==> config.mk <==
export PLATFORM = sky130hd
export DESIGN_NAME = alu_share_arbiter_flat
export DESIGN_NICKNAME = d
export VERILOG_FILES = /design/src/rtl/alu_share_arbiter_if.sv /design/src/rtl/alu_share_arbiter.sv /design/src/flat_wrapper.sv
export SDC_FILE = /design/constraint.sdc
export NUM_CORES = 1
export LEC_CHECK = 0
export CELL_PAD_IN_SITES_DETAIL_PLACEMENT = 1
export CELL_PAD_IN_SITES_GLOBAL_PLACEMENT = 1
export CORE_ASPECT_RATIO = 1.25
export CORE_MARGIN = 2
export CORE_UTILIZATION = 19
export CTS_CLUSTER_SIZE = 14
export DETAILED_ROUTE_END_ITERATION = 8
export PLACE_DENSITY = 0.84
export SYNTH_ARGS = -nofsm -noshare
export SYNTH_HDL_FRONTEND = slang
export SYNTH_SLANG_ARGS = --single-unit
==> constraint.sdc <==
create_clock -name clk -period 4 [get_ports clk]
set_clock_uncertainty 0.15 [all_clocks]
set_input_delay 0.8 -clock clk [delete_from_list [all_inputs] [get_ports clk]]
set_output_delay 0.8 -clock clk [all_outputs]
set_load 0.03 [all_outputs]
==> src/rtl/alu_share_arbiter_if.sv <==
// Request/response channels of the two ALU requesters (port 0: EX stage, port 1: address helper).
// master = requester side, slave = arbiter side.
interface alu_share_arbiter_if #(
    parameter int unsigned WIDTH  = 32,
    parameter int unsigned CTRL_W = 4
);
    logic              req0_valid;
    logic              req0_ready;
    logic [WIDTH-1:0]  req0_a;
    logic [WIDTH-1:0]  req0_b;
    logic [CTRL_W-1:0] req0_ctrl;
    logic              rsp0_valid;
    logic              rsp0_ready;
    logic [WIDTH-1:0]  rsp0_result;

    logic              req1_valid;
    logic              req1_ready;
    logic [WIDTH-1:0]  req1_a;
    logic [WIDTH-1:0]  req1_b;
    logic [CTRL_W-1:0] req1_ctrl;
    logic              rsp1_valid;
    logic              rsp1_ready;
    logic [WIDTH-1:0]  rsp1_result;

    modport master (
        output req0_valid, req0_a, req0_b, req0_ctrl, rsp0_ready,
        output req1_valid, req1_a, req1_b, req1_ctrl, rsp1_ready,
        input  req0_ready, rsp0_valid, rsp0_result,
        input  req1_ready, rsp1_valid, rsp1_result
    );

    modport slave (
        input  req0_valid, req0_a, req0_b, req0_ctrl, rsp0_ready,
        input  req1_valid, req1_a, req1_b, req1_ctrl, rsp1_ready,
        output req0_ready, rsp0_valid, rsp0_result,
        output req1_ready, rsp1_valid, rsp1_result
    );
endinterface

==> src/rtl/alu_share_arbiter.sv <==
// Round-robin sharing of one combinational ALU between two requesters, with a single
// registered result slot returned to the owning port over valid/ready.
module alu_share_arbiter #(
    parameter int unsigned WIDTH  = 32,
    parameter int unsigned CTRL_W = 4
) (
    input  logic                clk,
    input  logic                rst_n,
    alu_share_arbiter_if.slave  bus,
    output logic [WIDTH-1:0]    alu_a,
    output logic [WIDTH-1:0]    alu_b,
    output logic [CTRL_W-1:0]   alu_ctrl,
    input  logic [WIDTH-1:0]    alu_result
);
    typedef enum logic {
        SLOT_EMPTY = 1'b0,
        SLOT_FULL  = 1'b1
    } slot_state_e;

    slot_state_e       state;
    slot_state_e       state_nxt;
    logic              rsp_owner;
    logic              rsp_owner_nxt;
    logic [WIDTH-1:0]  rsp_data;
    logic [WIDTH-1:0]  rsp_data_nxt;
    logic              last_grant;
    logic              last_grant_nxt;

    logic              rsp_pending;
    logic              rsp_drain;
    logic              slot_free;
    logic              grant_vld;
    logic              grant_id;

    assign rsp_pending = (state == SLOT_FULL);

    // last_grant resets to 1 so port 0 wins the first tie
    always_ff @(posedge clk or negedge rst_n) begin
        if (!rst_n) begin
            state      <= SLOT_EMPTY;
            rsp_owner  <= 1'b0;
            rsp_data   <= '0;
            last_grant <= 1'b1;
        end else begin
            state      <= state_nxt;
            rsp_owner  <= rsp_owner_nxt;
            rsp_data   <= rsp_data_nxt;
            last_grant <= last_grant_nxt;
        end
    end

    // Slot may be drained and refilled in the same cycle; grants are held off during reset
    always_comb begin
        state_nxt      = state;
        rsp_owner_nxt  = rsp_owner;
        rsp_data_nxt   = rsp_data;
        last_grant_nxt = last_grant;
        grant_vld      = 1'b0;
        grant_id       = 1'b0;

        rsp_drain = rsp_pending && (rsp_owner ? bus.rsp1_ready : bus.rsp0_ready);
        slot_free = !rsp_pending || rsp_drain;

        if (rst_n && slot_free) begin
            if (bus.req0_valid && bus.req1_valid) begin
                grant_vld = 1'b1;
                grant_id  = !last_grant;
            end else if (bus.req0_valid) begin
                grant_vld = 1'b1;
                grant_id  = 1'b0;
            end else if (bus.req1_valid) begin
                grant_vld = 1'b1;
                grant_id  = 1'b1;
            end
        end

        if (rsp_drain) begin
            state_nxt = SLOT_EMPTY;
        end
        if (grant_vld) begin
            state_nxt      = SLOT_FULL;
            rsp_owner_nxt  = grant_id;
            rsp_data_nxt   = alu_result;
            last_grant_nxt = grant_id;
        end
    end

    assign bus.req0_ready = grant_vld && !grant_id;
    assign bus.req1_ready = grant_vld && grant_id;

    // ALU operands come from the granted port, otherwise idle at zero
    always_comb begin
        alu_a    = '0;
        alu_b    = '0;
        alu_ctrl = '0;
        if (grant_vld) begin
            if (grant_id) begin
                alu_a    = bus.req1_a;
                alu_b    = bus.req1_b;
                alu_ctrl = bus.req1_ctrl;
            end else begin
                alu_a    = bus.req0_a;
                alu_b    = bus.req0_b;
                alu_ctrl = bus.req0_ctrl;
            end
        end
    end

    assign bus.rsp0_valid  = rsp_pending && !rsp_owner;
    assign bus.rsp1_valid  = rsp_pending && rsp_owner;
    assign bus.rsp0_result = rsp_owner ? '0 : rsp_data;
    assign bus.rsp1_result = rsp_owner ? rsp_data : '0;
endmodule
==> src/flat_wrapper.sv <==
// flat-port wrapper written by rule: the top's interface ports become plain ports
module alu_share_arbiter_flat 
#(
    parameter int unsigned WIDTH  = 32,
    parameter int unsigned CTRL_W = 4
)
  (clk, rst_n, alu_a, alu_b, alu_ctrl, alu_result, bus_req0_valid, bus_req0_a, bus_req0_b, bus_req0_ctrl, bus_rsp0_ready, bus_req1_valid, bus_req1_a, bus_req1_b, bus_req1_ctrl, bus_rsp1_ready, bus_req0_ready, bus_rsp0_valid, bus_rsp0_result, bus_req1_ready, bus_rsp1_valid, bus_rsp1_result);
  alu_share_arbiter_if #(.WIDTH(WIDTH), .CTRL_W(CTRL_W)) bus_i ();
  input  logic clk;
  input  logic rst_n;
  output logic [WIDTH-1:0] alu_a;
  output logic [WIDTH-1:0] alu_b;
  output logic [CTRL_W-1:0] alu_ctrl;
  input  logic [WIDTH-1:0] alu_result;
  input wire logic [$bits(bus_i.req0_valid)-1:0] bus_req0_valid;
  input wire logic [$bits(bus_i.req0_a)-1:0] bus_req0_a;
  input wire logic [$bits(bus_i.req0_b)-1:0] bus_req0_b;
  input wire logic [$bits(bus_i.req0_ctrl)-1:0] bus_req0_ctrl;
  input wire logic [$bits(bus_i.rsp0_ready)-1:0] bus_rsp0_ready;
  input wire logic [$bits(bus_i.req1_valid)-1:0] bus_req1_valid;
  input wire logic [$bits(bus_i.req1_a)-1:0] bus_req1_a;
  input wire logic [$bits(bus_i.req1_b)-1:0] bus_req1_b;
  input wire logic [$bits(bus_i.req1_ctrl)-1:0] bus_req1_ctrl;
  input wire logic [$bits(bus_i.rsp1_ready)-1:0] bus_rsp1_ready;
  output wire logic [$bits(bus_i.req0_ready)-1:0] bus_req0_ready;
  output wire logic [$bits(bus_i.rsp0_valid)-1:0] bus_rsp0_valid;
  output wire logic [$bits(bus_i.rsp0_result)-1:0] bus_rsp0_result;
  output wire logic [$bits(bus_i.req1_ready)-1:0] bus_req1_ready;
  output wire logic [$bits(bus_i.rsp1_valid)-1:0] bus_rsp1_valid;
  output wire logic [$bits(bus_i.rsp1_result)-1:0] bus_rsp1_result;
  assign bus_i.req0_valid = bus_req0_valid;
  assign bus_i.req0_a = bus_req0_a;
  assign bus_i.req0_b = bus_req0_b;
  assign bus_i.req0_ctrl = bus_req0_ctrl;
  assign bus_i.rsp0_ready = bus_rsp0_ready;
  assign bus_i.req1_valid = bus_req1_valid;
  assign bus_i.req1_a = bus_req1_a;
  assign bus_i.req1_b = bus_req1_b;
  assign bus_i.req1_ctrl = bus_req1_ctrl;
  assign bus_i.rsp1_ready = bus_rsp1_ready;
  assign bus_req0_ready = bus_i.req0_ready;
  assign bus_rsp0_valid = bus_i.rsp0_valid;
  assign bus_rsp0_result = bus_i.rsp0_result;
  assign bus_req1_ready = bus_i.req1_ready;
  assign bus_rsp1_valid = bus_i.rsp1_valid;
  assign bus_rsp1_result = bus_i.rsp1_result;
  alu_share_arbiter #(.WIDTH(WIDTH), .CTRL_W(CTRL_W)) u_core (.clk(clk), .rst_n(rst_n), .bus(bus_i), .alu_a(alu_a), .alu_b(alu_b), .alu_ctrl(alu_ctrl), .alu_result(alu_result));
endmodule
# == Word level (Yosys, flattened, before mapping) ==
# Cells that the tools add are included.
# word_totals
ff_bits,35
input_bits,174
output_inout_bits,136
word_cells,35
# op_classes
mux,18
reduce_logical,13
# ops
op,count
32-bit two-way mux,6
1-bit two-way mux,10
4-bit two-way mux,2
1-bit logical AND,7
1-bit logical NOT,4
2-bit nonzero test,1
1-bit logical OR,1

# == Logic depth before layout (Yosys ltp) ==
# depth
depth_word,7
ltp_mapped,5

# == Worst setup path after synthesis ==
# Ideal clock, no wire load.
# synth_timing
path_kind,input -> output
from,in bus_req1_valid
to,out alu_b[31]
arrival_ns,2.180
required_time_ns,3.050
setup_slack_ns,0.870
path_stages,5
path_cell_list,a21bo_2 > buf_2 > clkbuf_1 > nand2_1 > a21boi_0
# synth_between
elab_chain_cells,6
elab_cells_between_ends,10
# synth_lines
element,line,text
start: declaration,flat_wrapper.sv:20,input wire logic [$bits(bus_i.req1_valid)-1:0] bus_req1_valid;
1-bit two-way mux,alu_share_arbiter.sv:71,end else if (bus.req1_valid) begin
1-bit two-way mux,alu_share_arbiter.sv:68,end else if (bus.req0_valid) begin
1-bit two-way mux,alu_share_arbiter.sv:65,if (bus.req0_valid && bus.req1_valid) begin
1-bit two-way mux,alu_share_arbiter.sv:64,if (rst_n && slot_free) begin
32-bit two-way mux,alu_share_arbiter.sv:97,if (grant_id) begin
32-bit two-way mux *,alu_share_arbiter.sv:96,if (grant_vld) begin
end: declaration,flat_wrapper.sv:12,output logic [WIDTH-1:0] alu_b;
# Every way passes the cells marked *; elsewhere a longest branch is shown, timed or not.

# == Final worst setup path ==
# layout_timing
from,in bus_req0_valid
to,out alu_ctrl[3]
# layout_between
elab_chain_cells,5
elab_cells_between_ends,9
# layout_lines
element,line,text
start: declaration,flat_wrapper.sv:15,input wire logic [$bits(bus_i.req0_valid)-1:0] bus_req0_valid;
1-bit two-way mux or 1-bit logical AND (tied branches),"alu_share_arbiter.sv:68, alu_share_arbiter.sv:65",
1-bit two-way mux,alu_share_arbiter.sv:65,
1-bit two-way mux,alu_share_arbiter.sv:64,
4-bit two-way mux,alu_share_arbiter.sv:97,
4-bit two-way mux *,alu_share_arbiter.sv:96,
end: declaration,flat_wrapper.sv:13,output logic [CTRL_W-1:0] alu_ctrl;
# Marks and branches as above.

==> flow_summary.ini <==
[power]
p_int_mw = 1.515
leakagePower_nw = 2.542
seq_power_share_pct = 19.2
comb_power_share_pct = 64.1
switching_share_pct = 43.94
power_switching_mw = 1.187
power.share.clock_pct = 16.7
ir_worst_vdd_v = 0.0003755
power_density_nw_per_um2 = 434.8
p_total_mw = 2.702

[clocking]
ctsLongestPathBuffers = 2
clkLatencyLatePin_ns = 0.28
cts.sinks = 35
root_buffer = clkbuf_16
cts_tree = done
htreeDepth = 2
cts_buffers = 5
post_cts_buffers = 0
path_clk_slew_ns = 0.06
cts_resized = 0
hold_buffers = 0

[synth]
synth_fa_ha_area_share_pct = 0
netlist.area_leader.share_pct = 29.44
synth_area_leader_cell = dfrtp_1
synth-seq-cells = 35
yosysMostFrequentCell = nand2_1
synth_common_cells = 73 x nand2_1, 66 x a21oi_1, 65 x nand3_1
synth-compound-area-share_pct = 14.55
synth_warnings = 0
syn_avg_cell_area_sq_um = 7.336
ys_seq_area_share_pct = 30.35
synth_top_family_by_area = simple AND/OR/NAND/NOR gates
synth_xor_area_share_pct = 0
synth_cells = 394
synthTopCellsByArea = dfrtp_1 29%, mux2_2 12%, a21oi_1 11%
yosys.area_share.simple_pct = 35.41
synth_edf_count = 0
syn_nets = 568
async_flop_share_pct = 100.0
synth_mux_area_share_pct = 13.20
ys.flop_type = dfrtp_1
netlist_area_sq_um = 2890
synth_cell_type_count = 25

[sta]
max_freq_mhz = 280.4
max_slew_margin_pct = 70.35
setup_viol = 0
min_period_over_period_pct = 89.17
min_period_ns = 3.567
grt_setup_unrepaired = false
hold_viol = 0
drv_slew = 0
hold-worst-slack_ns = 0.3443
totalNegativeSetupSlack_ns = 0
worstMarginPinSlew_ns = 0.4448
setup_slack_ns = 0.4331

[grt]
globalRouteOverflowTotal = 0
gr-usage-all-layers_pct = 17.56
grt_max_degree = 69
antenna_found_initial = 0
grt_pass1_wl_mm = 22.60
grt_pass1_vias = 4341

[cells_and_area]
fin_nets = 856
syn_to_final_growth_pct = 115.0
multi_input_comb_area_sq_um = 1844
drive_gt1_share_pct = 18.59
antenna_cells = 0
regArea_sq_um = 877.1
final_cell_area_sq_um = 6215
fill_cells = 1774

[floorplanning]
chipHeight_microns = 141.9
die_x_microns = 114.3
start_util_pct = 19.33
std_cell_rows = 50
ios = 310
die-area_sq_um = 16220
coreArea_sq_um = 14950

[drt]
vias = 4051
drc = 0
ant_nets = 0
firstDrtPassIters = 4
routed_via_density = 4.683
drt-total-wl_mm = 15.34
routedWlPerCell_microns = 17.73
drt_iter0_markers = 140

[place]
gp_congestion = 0.8217
placed_cell_area_sq_um = 6042
numPortBuffers = 309
hpwl_mm = 12.16
dpl_worst_slack_ns = 0.4779

[critical_path]
r2r_end = u_core.rsp_data[24]$_DFFE_PN0P_
worst_ep_required_time_ns = 3.05
endpoint_kind = output pin
crit_buf_inv = 3
cp.arrival_ns = 2.62
path_class = input pin to output pin
rr_startpoint = u_core.rsp_owner$_DFFE_PN0P_
reg2reg_depth = 5
critical_path.slowest_cell = clkdlybuf4s50_1
path_max_fanout = 48
r2r_slack_ns = 1.74
startpoint_type = input pin
path_cells = clkdlybuf4s50_1 -> a21bo_2 -> buf_12 -> nand2_1 -> a21boi_0 -> buf_4
max_stage_delay_ns = 0.59
crit_family = buffers and inverters

[job]
drv_cap = 0

[worst_hold_path]
hold_path_class = input pin to asynchronous set/reset pin

[run_status]
status = finished clean
-- power by group through the flow --
stage	clock [mW]	sequential, mW	combinational [mW]
finish	0.451	0.518	1.73
global route	0.478	0.534	1.83
CTS	0.465	0.521	1.75
detailed placement	0	0.524	1.74
global placement	0	0.515	1.70
floorplan	0	0.492	0.985
-- metrics by stage --
stage / utilization (%) / instances
2_1_floorplan: - / 394
3_3_place_gp: 40.41 / 857
3_5_place_dp: 40.41 / 857
4_1_cts: 41.56 / 865
5_1_grt: 41.56 / 865
6_report: 41.56 / 865
-- worst max-delay path by stage --
stage	endpoint	start	cells past startpoint	slack, ns
2_1_floorplan	alu_b[31]	bus_req1_valid	5	0.87
3_3_place_gp	bus_req1_ready	bus_req1_valid	4	0.49
3_5_place_dp	alu_ctrl[3]	bus_req0_valid	6	0.48
4_1_cts	alu_ctrl[3]	bus_req0_valid	6	0.48
5_1_grt	alu_ctrl[3]	bus_req0_valid	6	0.37
6_report	alu_ctrl[3]	bus_req0_valid	6	0.43
-- state kept, by name, summed over array words and instances (netlist names) --
register,flops
u_core.rsp_pending,1
u_core.rsp_owner,1
u_core.rsp_data,32
u_core.last_grant,1
-- placed cells by master (no fill, tap or decap) --
cell type and n:
a21bo_2 1, a21boi_0 3, a21boi_4 1, a21oi_1 66, a21oi_4 1, and2_1 33, buf_12 7, buf_2 1
buf_4 73, bufinv_16 1, clkbuf_16 5, clkdlybuf4s50_1 239, clkinv_4 1, dfrtp_1 34, dfstp_2 1, inv_1 2
inv_6 1, mux2_1 1, mux2_2 32, mux2i_1 1, nand2_1 73, nand3_1 65, nor2_1 3, nor2b_1 32
o21ai_0 2, o21ai_4 1, o22a_1 1, o22ai_1 1, or2_2 1
-- worst reg2reg max path, stage by stage, from the launching register on --
cell and delay [ns]:
dfrtp_1 0.34, buf_4 0.32, mux2i_1 0.20, a21oi_4 0.27
buf_4 0.44, mux2_2 0.42
-- cells by family after synthesis --
group / Yosys count
and+or+nand+nor: 207
AOI/OAI and AO/OA: 77
buffers and inverters: 41
DFF: 35
muxes: 34
-- routing by layer --
metal	share of wire (%)	track usage (%)
met1	36	18.28
met2	53	33.55
met3	7.6	4.443
met4	3.0	6.290
met5	0	0
-- area by class of cell --
type	instances	share of cell area (%)
repair buffers	320	49.65
multi-input cells	318	29.68
flip-flops and latches	35	14.11
inverters	2	0.1208
well taps	182	3.664
clock buffers	5	2.013
clock inverters	3	0.7650
Power figures use the tool's default switching activity.
